**src/rtl/alu_arbiter.sv**
```systemverilog
// Two-port round-robin arbiter in front of a registered 8-bit ALU.
// The winning port's opcode and operands are captured, then executed in the next cycle.
module alu_arbiter (
  input  logic       clk,
  input  logic       rst,
  input  logic       req0,
  input  logic [2:0] op0,
  input  logic [7:0] a0,
  input  logic [7:0] b0,
  input  logic       req1,
  input  logic [2:0] op1,
  input  logic [7:0] a1,
  input  logic [7:0] b1,
  output logic       gnt0,
  output logic       gnt1,
  output logic       done0,
  output logic       done1,
  output logic [7:0] res,
  output logic       ovf,
  output logic       br,
  output logic       busy
);

  typedef enum logic {IDLE, EXEC} state_t;

  state_t     state, state_d;
  logic       last;       // port served most recently; 1 after reset so port 0 wins the first tie
  logic       cap_port;
  logic [2:0] cap_op;
  logic [7:0] cap_a, cap_b;
  logic       take, win1;
  logic [7:0] sum, diff, alu_res;
  logic       alu_ovf, alu_br;

  // NOTE: every signal written in always_comb gets a default first, so no path can infer a latch.
  always_comb begin
    state_d = state;
    take    = 1'b0;
    win1    = req1 & (~req0 | ~last);
    case (state)
      IDLE: if (req0 | req1) begin
        take    = 1'b1;
        state_d = EXEC;
      end
      EXEC: state_d = IDLE;
      default: state_d = IDLE;
    endcase
  end

  always_comb begin
    sum     = cap_a + cap_b;
    diff    = cap_a - cap_b;
    alu_res = 8'h00;
    alu_ovf = 1'b0;
    alu_br  = 1'b0;
    case (cap_op)
      3'b000: begin
        alu_res = sum;
        alu_ovf = (cap_a[7] == cap_b[7]) && (sum[7] != cap_a[7]);
      end
      3'b001: begin
        alu_res = diff;
        alu_ovf = (cap_a[7] != cap_b[7]) && (diff[7] != cap_a[7]);
      end
      3'b010: begin
        alu_res = cap_a - 8'd1;
        alu_ovf = (cap_a == 8'h80);
      end
      3'b011: begin
        alu_res = cap_a + 8'd1;
        alu_ovf = (cap_a == 8'h7F);
      end
      3'b100: alu_res = cap_a & cap_b;
      3'b101: alu_res = cap_a | cap_b;
      3'b110: alu_br  = (cap_a == cap_b);
      3'b111: alu_br  = (cap_a > cap_b);
      default: alu_res = 8'h00;
    endcase
  end

  // NOTE: sequential state uses non-blocking assignments so every register samples pre-edge values.
  always_ff @(posedge clk) begin
    if (rst) begin
      state    <= IDLE;
      gnt0     <= 1'b0;
      gnt1     <= 1'b0;
      done0    <= 1'b0;
      done1    <= 1'b0;
      res      <= 8'h00;
      ovf      <= 1'b0;
      br       <= 1'b0;
      last     <= 1'b1;
      cap_port <= 1'b0;
    end else begin
      state <= state_d;
      gnt0  <= take & ~win1;
      gnt1  <= take & win1;
      done0 <= (state == EXEC) & ~cap_port;
      done1 <= (state == EXEC) & cap_port;
      if (take) begin
        last     <= win1;
        cap_port <= win1;
      end
      if (state == EXEC) begin
        res <= alu_res;
        ovf <= alu_ovf;
        br  <= alu_br;
      end
    end
  end

  // NOTE: operand capture registers carry no reset; they are always loaded on the grant edge before use.
  always_ff @(posedge clk) begin
    if (take) begin
      cap_op <= win1 ? op1 : op0;
      cap_a  <= win1 ? a1  : a0;
      cap_b  <= win1 ? b1  : b0;
    end
  end

  assign busy = (state == EXEC);

endmodule
```
**config.mk**
```make
export PLATFORM = sky130hd
export DESIGN_NAME = alu_arbiter
export DESIGN_NICKNAME = d
export VERILOG_FILES = /design/src/rtl/alu_arbiter.sv
export SDC_FILE = /design/constraint.sdc
export NUM_CORES = 1
export LEC_CHECK = 0
export CAP_MARGIN = 40
export CORE_MARGIN = 1
export CORE_UTILIZATION = 49
export CTS_BUF_LIST = sky130_fd_sc_hd__clkbuf_2
export DETAILED_ROUTE_END_ITERATION = 10
export PLACE_DENSITY_LB_ADDON = 0.05
export SLEW_MARGIN = 20
export SYNTH_ARGS = -nofsm -noshare
export SYNTH_HDL_FRONTEND = slang
export SYNTH_SLANG_ARGS = --single-unit
export TNS_END_PERCENT = 5
```
**constraint.sdc**
```tcl
create_clock -name clk -period 2.7 [get_ports clk]
set_clock_uncertainty 0.2 [all_clocks]
set_input_delay 0.54 -clock clk [delete_from_list [all_inputs] [get_ports clk]]
set_output_delay 0.54 -clock clk [all_outputs]
set_load 0.01 [all_outputs]
```
==> flow_metrics.env, run 1 <==
export IMPL_status="finished, final reports clean"
export IMPL_grt_pass1_vias=2429
export IMPL_switchingPower_uw=661
export IMPL_dieArea_um2=6330
export IMPL_synth_seq_cells=36
export IMPL_htreeDepth=2
export IMPL_drtIter0Drc=195
export IMPL_drive_gt1_share_pct=16.3
export IMPL_holdCritStartpoint="cap_port"
export IMPL_p_per_area_nw_per_um2=463
export IMPL_async_flop_share_pct=0
export IMPL_timing_max_cap_violations=0
export IMPL_syn_area_per_cell_um2=9.42
export IMPL_synth_edf_count=19
export IMPL_finalHoldViolCount=0
export IMPL_antenna_found_initial=0
export IMPL_grt_setup_unrepaired="no"
export IMPL_internal_power_mw=1.06
export IMPL_synth_flop_cell="edfxtp_1"
export IMPL_fmax_ghz=0.393
export IMPL_worstHoldPathType="flop to flop"
export IMPL_portBuffers=56
export IMPL_gp_congestion=0.911
export IMPL_netlist_cell_type_count=55
export IMPL_crit_type="flop to flop"
export IMPL_yosys_top_cells_count="ha_1, inv_1, nand2_1"
export IMPL_setup_violations=0
export IMPL_leakage_nw=1.54
export IMPL_yosysTopAreaCellShare_pct=19.4
export IMPL_design_core_area_um2=5640
export IMPL_first_pass_iters=5
export IMPL_ioPinCount=57
export IMPL_comb_power_share_pct=44.7
export IMPL_synth_area_top_cells="edfxtp_1, ha_1, dfxtp_1"
export IMPL_cts_buffers=5
export IMPL_grt_max_degree=35
export IMPL_worst_slew_margin_rel_pct=49.8
export IMPL_period_share_pct=94.3
export IMPL_regToRegEndpoint="res[6]"
export IMPL_clockPowerShare_pct=16.3
export IMPL_cts_tree="done"
export IMPL_peakVddDrop_v=0.000307
export IMPL_reg2reg_slack_ns=0.15
export IMPL_required_ns=2.86
export IMPL_viasPerCell=5.65
export IMPL_core_rowCount=27
export IMPL_num_vias=2589
export IMPL_setup_tns_ns=0
export IMPL_syn_cell_area_um2=2950
export IMPL_worst_pin_slew_ns=0.752
export IMPL_die_h_um=79.6
export IMPL_p_total_mw=1.72
export IMPL_worstReg2RegStart="cap_a[0]"
export IMPL_antenna_cells=0
export IMPL_syn_nets=392
export IMPL_nFillCells=482
export IMPL_dp_hpwl_um=5830
export IMPL_initial_core_util_pct=52.3
export IMPL_grt_pass1_wl_um=11900
export IMPL_fp_dieW_um=79.6
export IMPL_cp_arrival_ns=2.71
export IMPL_cp_start_kind="flop"
export IMPL_post_route_drc_count=0
export IMPL_wl_per_cell_um=16.1
export IMPL_layout_nets=464
export IMPL_crit_path_end_kind="flop"
export IMPL_clock_sinks=36
export IMPL_clk_pin_slew_worst_paths_ns=0.23
export IMPL_min_to="done0"
export IMPL_ant_nets=0
export IMPL_synth_most_common_cell="ha_1"
export IMPL_insertion_delay_ns=0.43
export IMPL_synth_top_area_cell="edfxtp_1"
export IMPL_min_path_cells=1
export IMPL_swShare_pct=38.3
export IMPL_area_delta_synth_final_pct=26.4
export IMPL_wl_um=7350
export IMPL_worstPathMaxFanout=4
export IMPL_synth_cells=313
export IMPL_worst_r2r_path_depth=9
export IMPL_slew_violations=0
export IMPL_clk_path_buf_depth=2
export IMPL_grtUsageTotal_pct=24.8
export IMPL_finalCriticalPeriod_ns=2.55
export IMPL_synth_seq_area_share_pct=30.9
export IMPL_grt_overflow_total=0
export IMPL_seqPwrFrac_pct=39.0
export IMPL_yosys_warnings=0
export IMPL_root_buffer="clkbuf_2"
-- critical path: stages, from the launching register on --
cell and delay [ns]:
edfxtp_1 0.46, inv_1 0.11, ha_1 0.25, fa_1 0.41, o21bai_1 0.17, a21oi_1 0.16, or4_1 0.43, nand4_1 0.11
o211ai_1 0.11, o211ai_1 0.10
-- area by class of cell --
class / instances / area, um^2 / area share (%)
sequential: 36 / 911 / 24.4
multi-input combinational: 236 / 1850 / 49.7
tap: 72 / 90.1 / 2.42
timing repair buffer: 78 / 726 / 19.5
clock buffer: 5 / 25.0 / 0.671
clock inverter: 3 / 17.5 / 0.470
inverter: 28 / 105 / 2.82
-- timing repair --
item	in CTS	in global routing
hold buffers	0	0
buffers inserted	0	0
setup endpoints to repair	0	2
gates resized for setup	0	3
-- power by group through the flow --
stage / clock [mW] / combinational [mW] / sequential (mW)
2_1_floorplan: 0 / 0.494 / 0.689
3_3_place_gp: 0 / 0.753 / 0.683
3_5_place_dp: 0 / 0.757 / 0.684
4_1_cts: 0.290 / 0.762 / 0.672
5_1_grt: 0.305 / 0.845 / 0.677
6_report: 0.282 / 0.771 / 0.672
-- through the flow --
stage | cells | worst slack [ns] | hold slack [ns] | utilization, % | instance area [um^2]
6_report | 458 | 0.153 | 0.259 | 66.1 | 3730
5_1_grt | 458 | 0.00705 | 0.288 | 66.1 | 3730
2_1_floorplan | 313 | 0.0786 | 0.207 | - | 2950
3_5_place_dp | 450 | 0.135 | 0.230 | 65.2 | 3680
3_3_place_gp | 450 | 0.0349 | 0.224 | 65.2 | 3680
4_1_cts | 458 | 0.0864 | 0.257 | 66.0 | 3720
-- worst max path at each step --
stage / startpoint / endpoint / slack (ns) / depth (start not counted)
2_1_floorplan: cap_op[0] / res[5] / 0.08 / 11
3_3_place_gp: cap_a[2] / res[5] / 0.03 / 8
3_5_place_dp: cap_a[2] / res[5] / 0.14 / 8
4_1_cts: cap_a[2] / res[5] / 0.09 / 8
5_1_grt: cap_a[0] / res[6] / 0.007 / 9
6_report: cap_a[0] / res[6] / 0.15 / 9
-- per-layer routing --
layer	track usage [%]	routed length, um	part of all wire (%)	up-vias
met1	32.6	3520	48	1210
met5	0	0	0	-
met4	6.91	93	1.3	0
met2	41.3	3400	46	88
met3	4.46	338	4.6	8
li1	-	-	-	1283
-- cells by family (layout without fill, tap and decap cells) --
group	after synthesis	in the layout	synth area share (%)
buffers and inverters	41	114	6.49
AO/OA/AOI/OAI	87	87	21.2
multiplexers	23	23	9.04
AND/OR/NAND/NOR	80	80	13.2
adder cells (fa/ha/maj)	37	37	16.5
flip-flops	36	36	30.9
XOR/XNOR	9	9	2.67
-- state kept, by name (all words and copies together) (netlist names) --
register and count:
done1 1, done0 1, res 8, br 1
cap_b 8, ovf 1, cap_a 8, last 1
busy 1, gnt1 1, cap_op 3, gnt0 1
cap_port 1
-- cells in the final DEF (no fill, tap or decap), types with 6 or more instances in the layout --
master	n
nor2_1	20
o21ai_0	11
a21oi_1	20
nand3_1	7
a211oi_1	8
nor3_1	7
inv_1	28
ha_1	33
edfxtp_1	19
mux2_2	19
o211ai_1	7
dfxtp_1	17
xnor2_1	6
nand2_1	22
buf_4	22
clkdlybuf4s50_1	56
(Power assumes the default switching activity.)
==> inputs of run 2 (changes only) <==
--- a/config.mk
+++ b/config.mk
@@ -5,12 +5,15 @@
 export SDC_FILE = /design/constraint.sdc
 export NUM_CORES = 1
 export LEC_CHECK = 0
+export ABC_CLOCK_PERIOD_IN_PS = 2700
 export CAP_MARGIN = 40
+export CORE_ASPECT_RATIO = 0.75
 export CORE_MARGIN = 1
 export CORE_UTILIZATION = 49
 export CTS_BUF_LIST = sky130_fd_sc_hd__clkbuf_2
 export DETAILED_ROUTE_END_ITERATION = 10
 export PLACE_DENSITY_LB_ADDON = 0.05
+export RECOVER_POWER = 50
 export SLEW_MARGIN = 20
 export SYNTH_ARGS = -nofsm -noshare
 export SYNTH_HDL_FRONTEND = slang
==> run 2 against run 1 <==
- sequential cell count unchanged
- highest routed layer unchanged
- via count decreased by 1.3%
- design area shrank 0.37%
- setup slack lost 0.043 ns
- combinational power is essentially flat
- fmax shrank 1.7%
- utilization is 2.0 points lower
- largest power group unchanged
- critical endpoint is now res[1]
- total power decreased by 1.3%
- global-route usage up 0.27 points
- first-iteration DRC count increased by 2.6%
==> flow_metrics.env, run 2 (synthesis gave the netlist of run 1 again) <==
export IMPL_fp_dieW_um=91.6
export IMPL_cp_start_kind="flop"
export IMPL_viasPerCell=5.51
export IMPL_initial_core_util_pct=50.9
export IMPL_htreeDepth=2
export IMPL_first_pass_iters=5
export IMPL_area_delta_synth_final_pct=26.0
export IMPL_die_h_um=69.2
export IMPL_fin_ws_ns=0.110
export IMPL_setup_violations=0
export IMPL_fmax_ghz=0.386
export IMPL_reg2reg_slack_ns=0.11
export IMPL_crit_type="flop to flop"
export IMPL_worst_r2r_path_depth=8
export IMPL_worstPathMaxFanout=4
export IMPL_p_per_area_nw_per_um2=458
export IMPL_final_cell_area_um2=3710
export IMPL_core_rowCount=24
export IMPL_p_total_mw=1.70
export IMPL_layout_commonest_cell="clkdlybuf4s50_1"
export IMPL_worstHoldPathType="flop to flop"
export IMPL_worst_pin_slew_ns=0.730
export IMPL_grt_setup_unrepaired="no"
export IMPL_crit_path_end_kind="flop"
export IMPL_cp_slowest_cell="fa_1"
export IMPL_finalCriticalPeriod_ns=2.59
export IMPL_critical_path_startpoint="cap_a[0]"
export IMPL_worst_slew_margin_rel_pct=51.3
export IMPL_dpl_worst_slack_ns=0.110
export IMPL_num_vias=2556
export IMPL_layout_nets=464
export IMPL_slew_violations=0
export IMPL_required_ns=2.87
export IMPL_drtIter0Drc=200
export IMPL_timing_max_cap_violations=0
export IMPL_root_buffer="clkbuf_2"
export IMPL_grt_max_degree=35
export IMPL_gp_congestion=0.910
export IMPL_wl_per_cell_um=16.0
export IMPL_max_stage_delay_ns=0.52
export IMPL_cp_arrival_ns=2.76
export IMPL_critPathBufInv=2
export IMPL_path_delay_family="adder cells"
export IMPL_cts_tree="done"
export IMPL_timing_critical_path_to="res[1]"
export IMPL_antenna_cells=0
export IMPL_whs_ns=0.271
export IMPL_ant_nets=0
export IMPL_finalHoldViolCount=0
export IMPL_status="finished, final reports clean"
export IMPL_clk_pin_slew_worst_paths_ns=0.23
export IMPL_dieArea_um2=6330
export IMPL_crit_chain="clkbuf_4 > ha_1 > fa_1 > inv_1 > mux4_2 > o221ai_1 > o21ai_0 > nor2_1"
export IMPL_period_share_pct=95.9
export IMPL_reg_top3="cap_a: 8 flops, cap_b: 8 flops, res: 8 flops"
export IMPL_antenna_found_initial=0
export IMPL_worstReg2RegStart="cap_a[0]"
export IMPL_cts_hold_buf=0
export IMPL_grt_pass1_wl_um=12200
export IMPL_portBuffers=56
export IMPL_post_route_drc_count=0
export IMPL_leakage_nw=1.52
export IMPL_grt_pass1_vias=2377
export IMPL_dp_hpwl_um=5850
export IMPL_drive_gt1_share_pct=14.8
export IMPL_final_cell_mix="clkdlybuf4s50_1, ha_1, inv_1"
export IMPL_clk_path_buf_depth=2
export IMPL_grtUsageTotal_pct=25.1
export IMPL_grt_overflow_total=0
export IMPL_path_depth=8
export IMPL_wl_um=7420
export IMPL_clock_sinks=36
export IMPL_peakVddDrop_v=0.000244
export IMPL_placed_area_um2=3650
export IMPL_setup_tns_ns=0
export IMPL_design_core_area_um2=5800
export IMPL_cts_buffers=5
export IMPL_ioPinCount=57
export IMPL_insertion_delay_ns=0.41
export IMPL_regToRegEndpoint="res[1]"
[run 2: worst min-delay path by stage]
stage	start	endpoint	slack [ns]	depth (start not counted)
floorplan	cap_port	done0	0.21	1
global placement	cap_port	done0	0.23	1
detailed placement	cap_port	done0	0.23	1
CTS	ovf	ovf	0.27	2
global route	ovf	ovf	0.30	2
finish	ovf	ovf	0.27	2
[run 2: power by group]
| group | leakage (nW) | switching (mW) | internal, mW |
|---|---|---|---|
| registers | 0.327 | 0.0367 | 0.635 |
| logic | 1.17 | 0.413 | 0.357 |
| clock network | 0.0266 | 0.196 | 0.0647 |
| total | 1.52 | 0.645 | 1.06 |
[run 2: area by class of cell]
class | count | area (um^2)
fill | 502 | 2080
multi-input combinational | 236 | 1850
sequential | 36 | 911
timing repair buffer | 78 | 708
inverter | 28 | 105
tap | 78 | 97.6
clock buffer | 6 | 30.0
clock inverter | 2 | 11.3
[run 2: through the flow]
step,instances,utilization [%]
global route,464,64.1
detailed placement,451,63.0
CTS,459,63.7
global placement,451,63.0
floorplan,313,-
finish,464,64.1
[run 2: routing by layer]
| metal | routed length [um] | vias to the layer above | track usage [%] |
|---|---|---|---|
| li1 | - | 1284 | - |
| met3 | 435 | 10 | 3.51 |
| met4 | 85 | 0 | 6.00 |
| met2 | 2950 | 92 | 34.8 |
| met5 | 0 | - | 0 |
| met1 | 3940 | 1170 | 40.2 |
[run 2: timing repair]
item | CTS | global route
setup buffers | 0 | 5
resized for setup | 0 | 2
setup endpoints to repair | 0 | 3
endpoints found under the hold margin | 0 | 0
[run 2: worst reg2reg max path: cells and delay by family (launching register included)]
kind	cells	cell delay, ns
simple gates	1	0.11
flops	1	0.45
mux	1	0.49
fa+ha+maj	2	0.79
buf+inv	2	0.19
compound gates	2	0.37
